--- config.mk ---
export PLATFORM = sky130hd
export DESIGN_NAME = dwt_tile_scheduler
export DESIGN_NICKNAME = d
export VERILOG_FILES = /design/src/rtl/dwt_tile_scheduler.sv
export SDC_FILE = /design/constraint.sdc
export NUM_CORES = 1
export LEC_CHECK = 0
export CAP_MARGIN = 20
export CORE_UTILIZATION = 27
export DETAILED_ROUTE_END_ITERATION = 8
export GPL_TIMING_DRIVEN = 0
export PLACE_DENSITY = 0.44
export REMOVE_ABC_BUFFERS = 1
export SYNTH_ARGS = -nofsm -noshare
export SYNTH_HDL_FRONTEND = slang
export SYNTH_SLANG_ARGS = --single-unit
export TNS_END_PERCENT = 100
--- constraint.sdc ---
create_clock -name clk_dwt_i -period 2.07 [get_ports clk_dwt_i]
set_clock_uncertainty 0.1 [all_clocks]
set_input_delay 0.3105 -clock clk_dwt_i [delete_from_list [all_inputs] [get_ports clk_dwt_i]]
set_output_delay 0.3105 -clock clk_dwt_i [all_outputs]
set_load 0.05 [all_outputs]
--- src/rtl/dwt_tile_scheduler.sv ---
// ----------------------------------------------------------------------------
// dwt_tile_scheduler
//
// Frame-level sequencer for the DWT front end. A frame is walked tile by tile
// in raster order (TILES_X across, TILES_Y down). The frame-buffer base
// address of each tile is built incrementally, with no multipliers. The block
// owns two ping-pong tile banks (o1 = bank 0, o2 = bank 1) and hands each one
// alternately to the tile loader (write) and to the DWT engine (read). This
// lets the load of tile n+1 overlap the transform of tile n.
//
// Ports
//   clk_dwt_i     DWT clock, rising edge
//   rst_i         asynchronous active-high reset
//   rst_syn_i     synchronous clear, same effect as rst_i
//   start_cpu_i   frame request level; a rising edge starts a frame
//   ld_start_o    1-cycle pulse: loader starts tile ld_base_o into ld_bank_o
//   ld_bank_o     loader target bank (0 = o1, 1 = o2)
//   ld_base_o     frame-buffer base word address of the tile being loaded
//   ld_idx_o      raster index of the tile being loaded
//   ld_done_i     1-cycle pulse: loader finished the tile
//   dwt_start_o   1-cycle pulse: DWT engine may consume dwt_bank_o
//   dwt_bank_o    bank granted to the DWT engine
//   dwt_done_i    1-cycle pulse: DWT engine released its bank
//   bank_full_o   bit b set = bank b holds a loaded, unconsumed tile
//   frame_busy_o  high from frame start until frame_done_o
//   frame_done_o  1-cycle pulse after the last tile's dwt_done_i
//   proto_err_o   sticky: a done pulse arrived with no grant outstanding
// ----------------------------------------------------------------------------
module dwt_tile_scheduler #(
    parameter int TILES_X   = 5,
    parameter int TILES_Y   = 5,
    parameter int TILE_STEP = 64,
    parameter int ROW_STEP  = 40960,
    parameter int ADDR_W    = 18,
    parameter int IDX_W     = 5
) (
    input  logic              clk_dwt_i,
    input  logic              rst_i,
    input  logic              rst_syn_i,
    input  logic              start_cpu_i,
    output logic              ld_start_o,
    output logic              ld_bank_o,
    output logic [ADDR_W-1:0] ld_base_o,
    output logic [IDX_W-1:0]  ld_idx_o,
    input  logic              ld_done_i,
    output logic              dwt_start_o,
    output logic              dwt_bank_o,
    input  logic              dwt_done_i,
    output logic [1:0]        bank_full_o,
    output logic              frame_busy_o,
    output logic              frame_done_o,
    output logic              proto_err_o
);

    localparam logic [IDX_W-1:0] LAST_IDX = IDX_W'(TILES_X * TILES_Y - 1);
    localparam logic [IDX_W-1:0] LAST_TX  = IDX_W'(TILES_X - 1);

    typedef enum logic [1:0] {
        L_IDLE,
        L_ISSUE,
        L_WAIT
    } lState_t;

    typedef enum logic {
        D_IDLE,
        D_RUN
    } dState_t;

    lState_t           lState_q, lState_d;
    dState_t           dState_q, dState_d;
    logic              startPrev_q, startPrev_d;
    logic              startArmed_q, startArmed_d;
    logic              frameBusy_q, frameBusy_d;
    logic              frameDone_q, frameDone_d;
    logic              protoErr_q, protoErr_d;
    logic [1:0]        bankFull_q, bankFull_d;
    logic              ldBank_q, ldBank_d;
    logic [ADDR_W-1:0] ldBase_q, ldBase_d;
    logic [ADDR_W-1:0] rowBase_q, rowBase_d;
    logic [IDX_W-1:0]  ldIdx_q, ldIdx_d;
    logic [IDX_W-1:0]  tx_q, tx_d;
    logic [IDX_W-1:0]  ty_q, ty_d;
    logic              dwtBank_q, dwtBank_d;
    logic [IDX_W-1:0]  dwtCnt_q, dwtCnt_d;

    logic              startRise;
    logic              ldStartPulse;
    logic              dwtStartPulse;
    logic [1:0]        bankSet;
    logic [1:0]        bankClr;

    // State registers. The asynchronous reset and the synchronous clear both
    // return every register to its idle value. The synchronous clear is folded
    // into the next-state logic below.
    always_ff @(posedge clk_dwt_i or posedge rst_i) begin
        if (rst_i) begin
            lState_q     <= L_IDLE;
            dState_q     <= D_IDLE;
            startPrev_q  <= 1'b0;
            startArmed_q <= 1'b0;
            frameBusy_q  <= 1'b0;
            frameDone_q  <= 1'b0;
            protoErr_q   <= 1'b0;
            bankFull_q   <= 2'b00;
            ldBank_q     <= 1'b0;
            ldBase_q     <= '0;
            rowBase_q    <= '0;
            ldIdx_q      <= '0;
            tx_q         <= '0;
            ty_q         <= '0;
            dwtBank_q    <= 1'b0;
            dwtCnt_q     <= '0;
        end else begin
            lState_q     <= lState_d;
            dState_q     <= dState_d;
            startPrev_q  <= startPrev_d;
            startArmed_q <= startArmed_d;
            frameBusy_q  <= frameBusy_d;
            frameDone_q  <= frameDone_d;
            protoErr_q   <= protoErr_d;
            bankFull_q   <= bankFull_d;
            ldBank_q     <= ldBank_d;
            ldBase_q     <= ldBase_d;
            rowBase_q    <= rowBase_d;
            ldIdx_q      <= ldIdx_d;
            tx_q         <= tx_d;
            ty_q         <= ty_d;
            dwtBank_q    <= dwtBank_d;
            dwtCnt_q     <= dwtCnt_d;
        end
    end

    // Next-state logic for the frame start detector, the loader FSM, the DWT
    // FSM and the shared bank-occupancy flags.
    always_comb begin
        lState_d      = lState_q;
        dState_d      = dState_q;
        frameBusy_d   = frameBusy_q;
        frameDone_d   = 1'b0;
        bankFull_d    = bankFull_q;
        ldBank_d      = ldBank_q;
        ldBase_d      = ldBase_q;
        rowBase_d     = rowBase_q;
        ldIdx_d       = ldIdx_q;
        tx_d          = tx_q;
        ty_d          = ty_q;
        dwtBank_d     = dwtBank_q;
        dwtCnt_d      = dwtCnt_q;
        ldStartPulse  = 1'b0;
        dwtStartPulse = 1'b0;
        bankSet       = 2'b00;
        bankClr       = 2'b00;

        // After reset the edge detector stays disarmed until start_cpu has
        // been seen low. A request level held through reset therefore does
        // not look like a fresh rising edge.
        startPrev_d  = start_cpu_i;
        startArmed_d = startArmed_q | ~start_cpu_i;
        startRise    = start_cpu_i & ~startPrev_q & startArmed_q & ~frameBusy_q;

        if (startRise) begin
            frameBusy_d = 1'b1;
            dwtBank_d   = 1'b0;
            dwtCnt_d    = '0;
        end

        // Loader: issue a tile once its target bank is empty, then wait for
        // the loader to finish it. Address and index move only on ld_done,
        // so they stay stable for the whole load.
        unique case (lState_q)
            L_IDLE: begin
                if (startRise) begin
                    lState_d  = L_ISSUE;
                    ldBank_d  = 1'b0;
                    ldBase_d  = '0;
                    rowBase_d = '0;
                    ldIdx_d   = '0;
                    tx_d      = '0;
                    ty_d      = '0;
                end
            end
            L_ISSUE: begin
                if (!bankFull_q[ldBank_q]) begin
                    ldStartPulse = 1'b1;
                    lState_d     = L_WAIT;
                end
            end
            L_WAIT: begin
                if (ld_done_i) begin
                    bankSet[ldBank_q] = 1'b1;
                    ldBank_d          = ~ldBank_q;
                    if (ldIdx_q == LAST_IDX) begin
                        lState_d = L_IDLE;
                    end else begin
                        lState_d = L_ISSUE;
                        ldIdx_d  = ldIdx_q + 1'b1;
                        // The next tile across is one TILE_STEP further.
                        // Wrapping to a new row restarts from the
                        // accumulated row base.
                        if (tx_q < LAST_TX) begin
                            tx_d     = tx_q + 1'b1;
                            ldBase_d = ldBase_q + ADDR_W'(TILE_STEP);
                        end else begin
                            tx_d      = '0;
                            ty_d      = ty_q + 1'b1;
                            rowBase_d = rowBase_q + ADDR_W'(ROW_STEP);
                            ldBase_d  = rowBase_q + ADDR_W'(ROW_STEP);
                        end
                    end
                end
            end
            default: lState_d = L_IDLE;
        endcase

        // DWT engine: grant the next bank in ping-pong order as soon as it is
        // full. The last consumed tile closes the frame.
        unique case (dState_q)
            D_IDLE: begin
                if (frameBusy_q && bankFull_q[dwtBank_q]) begin
                    dwtStartPulse = 1'b1;
                    dState_d      = D_RUN;
                end
            end
            D_RUN: begin
                if (dwt_done_i) begin
                    bankClr[dwtBank_q] = 1'b1;
                    dwtBank_d          = ~dwtBank_q;
                    dState_d           = D_IDLE;
                    if (dwtCnt_q == LAST_IDX) begin
                        frameDone_d = 1'b1;
                        frameBusy_d = 1'b0;
                    end else begin
                        dwtCnt_d = dwtCnt_q + 1'b1;
                    end
                end
            end
            default: dState_d = D_IDLE;
        endcase

        // A simultaneous fill and release always target different banks, so
        // both updates can be applied in the same cycle.
        bankFull_d = (bankFull_q & ~bankClr) | bankSet;

        protoErr_d = protoErr_q
                   | (ld_done_i  && (lState_q != L_WAIT))
                   | (dwt_done_i && (dState_q != D_RUN));

        if (rst_syn_i) begin
            lState_d     = L_IDLE;
            dState_d     = D_IDLE;
            startPrev_d  = 1'b0;
            startArmed_d = 1'b0;
            frameBusy_d  = 1'b0;
            frameDone_d  = 1'b0;
            protoErr_d   = 1'b0;
            bankFull_d   = 2'b00;
            ldBank_d     = 1'b0;
            ldBase_d     = '0;
            rowBase_d    = '0;
            ldIdx_d      = '0;
            tx_d         = '0;
            ty_d         = '0;
            dwtBank_d    = 1'b0;
            dwtCnt_d     = '0;
        end
    end

    assign ld_start_o   = ldStartPulse;
    assign ld_bank_o    = ldBank_q;
    assign ld_base_o    = ldBase_q;
    assign ld_idx_o     = ldIdx_q;
    assign dwt_start_o  = dwtStartPulse;
    assign dwt_bank_o   = dwtBank_q;
    assign bank_full_o  = bankFull_q;
    assign frame_busy_o = frameBusy_q;
    assign frame_done_o = frameDone_q;
    assign proto_err_o  = protoErr_q;

endmodule
==> metrics <==
largest net degree at the start of global routing=33; Tcrit/Tclk final=0.974; Switching Fraction=0.247; first-pass GRT wire length=10400 um; CP arrival=1.61 ns; DRT Pass-1 Iters=4; Min-Delay Path Class=in2async; Cells after DPL=403; synth top area cells=dfrtp_1, o21ai_0, nor2_1, nand2_1, ha_1; post-DP HPWL=3880 um; final core occ=0.363; main combinational cell family by area after synthesis=simple AND/OR/NAND/NOR gates; Final Hold Viols=0; simple-gate area share of the yosys netlist=0.251; # port buffers=37; cell taking the most area after synthesis=dfrtp_1; status=finished clean; Compound-Gate Fraction of Synth Area=0.171; worst-margin pin slew=0.709 ns; Clock power frac=0.396; max-cap viol count=0; GRT Util Overall=0.137; Slowest cell on crit path=clkdlybuf4s50_1; Worst-Skew Late Latency=0.30 ns; normalized max-slew margin=0.521; Post-synth EDFFs=0; grt ovf=0; row count=34; Critical Path Fanout Max=4; leakage=0.00135 uW; final setup vio count=0; peak per-stage delay on the critical path=0.79 ns; die width=97.3 um; Slew Viols, Final=0; Yosys reg bits=45; vias=2112; pwr dens=560 nW/um2; I/O pin count=38; NetSw=440 uW; vias in the first global route=2001; CP Capture Type=primary output; CTS tree=yes; Synth Cell Area=2450 um2; Clock Tree Buf Depth=2; Root Driver=clkbuf_8; Yosys warnings=0; hold_buf cts=0; Post-synth ARST share=1.00; die area=9460 um2; vias per inst=4.97; sequential fraction of the synthesis area=0.460; layout cells sized above 1=0.142; Logic pwr share=0.097; synth cell count leaders=dfrtp_1, nor2_1, nand2_1; H-tree depth=2; RSZ-0062 raised after global routing=true; Setup Crit Path Kind=reg2out; count leader, synth=dfrtp_1; Final Net Count=329; internal power=1340 uW; Synth top area share=0.460; Post-Synth XOR/XNOR Area=0.0107; TritonCTS Sinks=45; Post-Synth Adder-Cell Area=0.0358; Layout Cells excl Fill=425; WL per Instance=14.7 um; Post-Synthesis Cells=273; Seq pwr share=0.506; Routed Antenna Nets=0; CP Cell Sequence=buf_4 > clkdlybuf4s50_1; die outline height=97.3 um; Primary FF master, synth=dfrtp_1; initial DRC count=85; Peak supply drop=309 uV; Num CTS Buffers=5; average size of a mapped cell=8.97 um2; Residual DRC=0; antenna violations before repair=0; Final min period=2.02 ns; fmax=0.496 GHz; Routability Congestion=0.706; Power Total=1780 uW; core area=8760 um2; mux cell area share after synthesis=0.0128; CP required=1.66 ns; post-synth cell types=54; Worst Path Buf+Inv=2; Initial Util=0.280; synthesis-to-finish area growth=29.8%; clock-pin slew on the worst setup and hold paths=0.08 ns; Top Family by Delay on Critical Path=buffers and inverters; Startpoint Class=flop; number of diodes=0; Total Wirelength=6240 um
-- what timing repair did --
item	in CTS	in global routing
setup buffers	4	6
gates cloned	2	2
setup endpoints to repair	30	29
resized for setup	20	18
pin swaps	5	6
-- final timing paths --
kind / from / end / slack (ns) / cells after the start
setup / recovery: ld_idx_o[0]$_DFFE_PP0P_ / ld_idx_o[0] / 0.05 / 2
hold / removal: rst_i / startArmed_q$_DFF_PP0_ / 0.18 / 2
setup reg to reg: ld_idx_o[1]$_DFFE_PP0P_ / ld_idx_o[2]$_DFFE_PP0P_ / 0.11 / 7
hold reg to reg: tx_q[1]$_DFFE_PP0P_ / tx_q[1]$_DFFE_PP0P_ / 0.39 / 2
max in group asynchronous: rst_i / ld_base_o[6]$_DFFE_PP0P_ / 1.19 / 3
min in group clk_dwt_i: tx_q[1]$_DFFE_PP0P_ / tx_q[1]$_DFFE_PP0P_ / 0.39 / 2
-- layout by cell type, fill, tap and decap left out, types with 5 or more instances in the layout --
cell / n
dfrtp_1: 40
nor2_1: 35
dfrtp_2: 5
buf_4: 10
o21ai_0: 30
clkdlybuf4s50_1: 31
clkbuf_8: 6
nand3_1: 16
nand2_1: 31
inv_1: 10
ha_1: 7
a21oi_1: 14
a21oi_4: 5
-- layer usage --
layer  global-route usage  share of wire  vias up  routed length, um
met3               0.0237          0.027       10                169
met5                    0              0        -                  0
met2                0.231           0.47       39               2930
met1                0.177           0.49     1011               3050
met4               0.0441          0.015        0                 91
li1                     -              -     1052                  -
-- cell families after synthesis --
group                      count (synthesis)
buffers and inverters                     27
adders and majority gates                  7
and+or+nand+nor                          119
xor gates and xnor gates                   3
DFF                                       45
muxes                                      3
AOI/OAI and AO/OA                         69
-- final cells by class --
type                       instances  area [um2]
fill                             893        5580
inverter                          11        41.3
clock buffer                       7        86.3
sequential                        45        1130
clock inverter                     1        30.0
tap                              108         135
timing repair buffer              48         458
multi-input combinational        205        1300
-- flip-flops by register name, summed over array words and instances, names as in the netlist --
register,count
rowBase_q,5
ld_base_o,13
bank_full_o,2
dwt_bank_o,1
lState_q,2
tx_q,5
dwtCnt_q,5
startPrev_q,1
ld_idx_o,5
dState_q,1
startArmed_q,1
ld_bank_o,1
proto_err_o,1
frame_busy_o,1
frame_done_o,1
-- metrics by stage --
step                setup TNS [ns]  hold WS, ns  instance area [um2]  worst slack (ns)
detailed placement          -18.18        0.376                 2880            -0.801
global route                -0.110        0.224                 3180           -0.0359
finish                           0        0.182                 3180            0.0528
global placement            -57.18        0.368                 2850             -1.24
CTS                              0        0.196                 3090           0.00873
floorplan                   -12.48        0.274                 2350            -0.470
-- power by group through the flow --
stage / Combinational, uW / Sequential [uW] / Clock (uW)
2_1_floorplan: 64.1 / 931 / 0
3_3_place_gp: 135 / 918 / 0
3_5_place_dp: 142 / 918 / 0
4_1_cts: 165 / 901 / 730
5_1_grt: 191 / 904 / 777
6_report: 173 / 902 / 706
(Power assumes the default switching activity.)
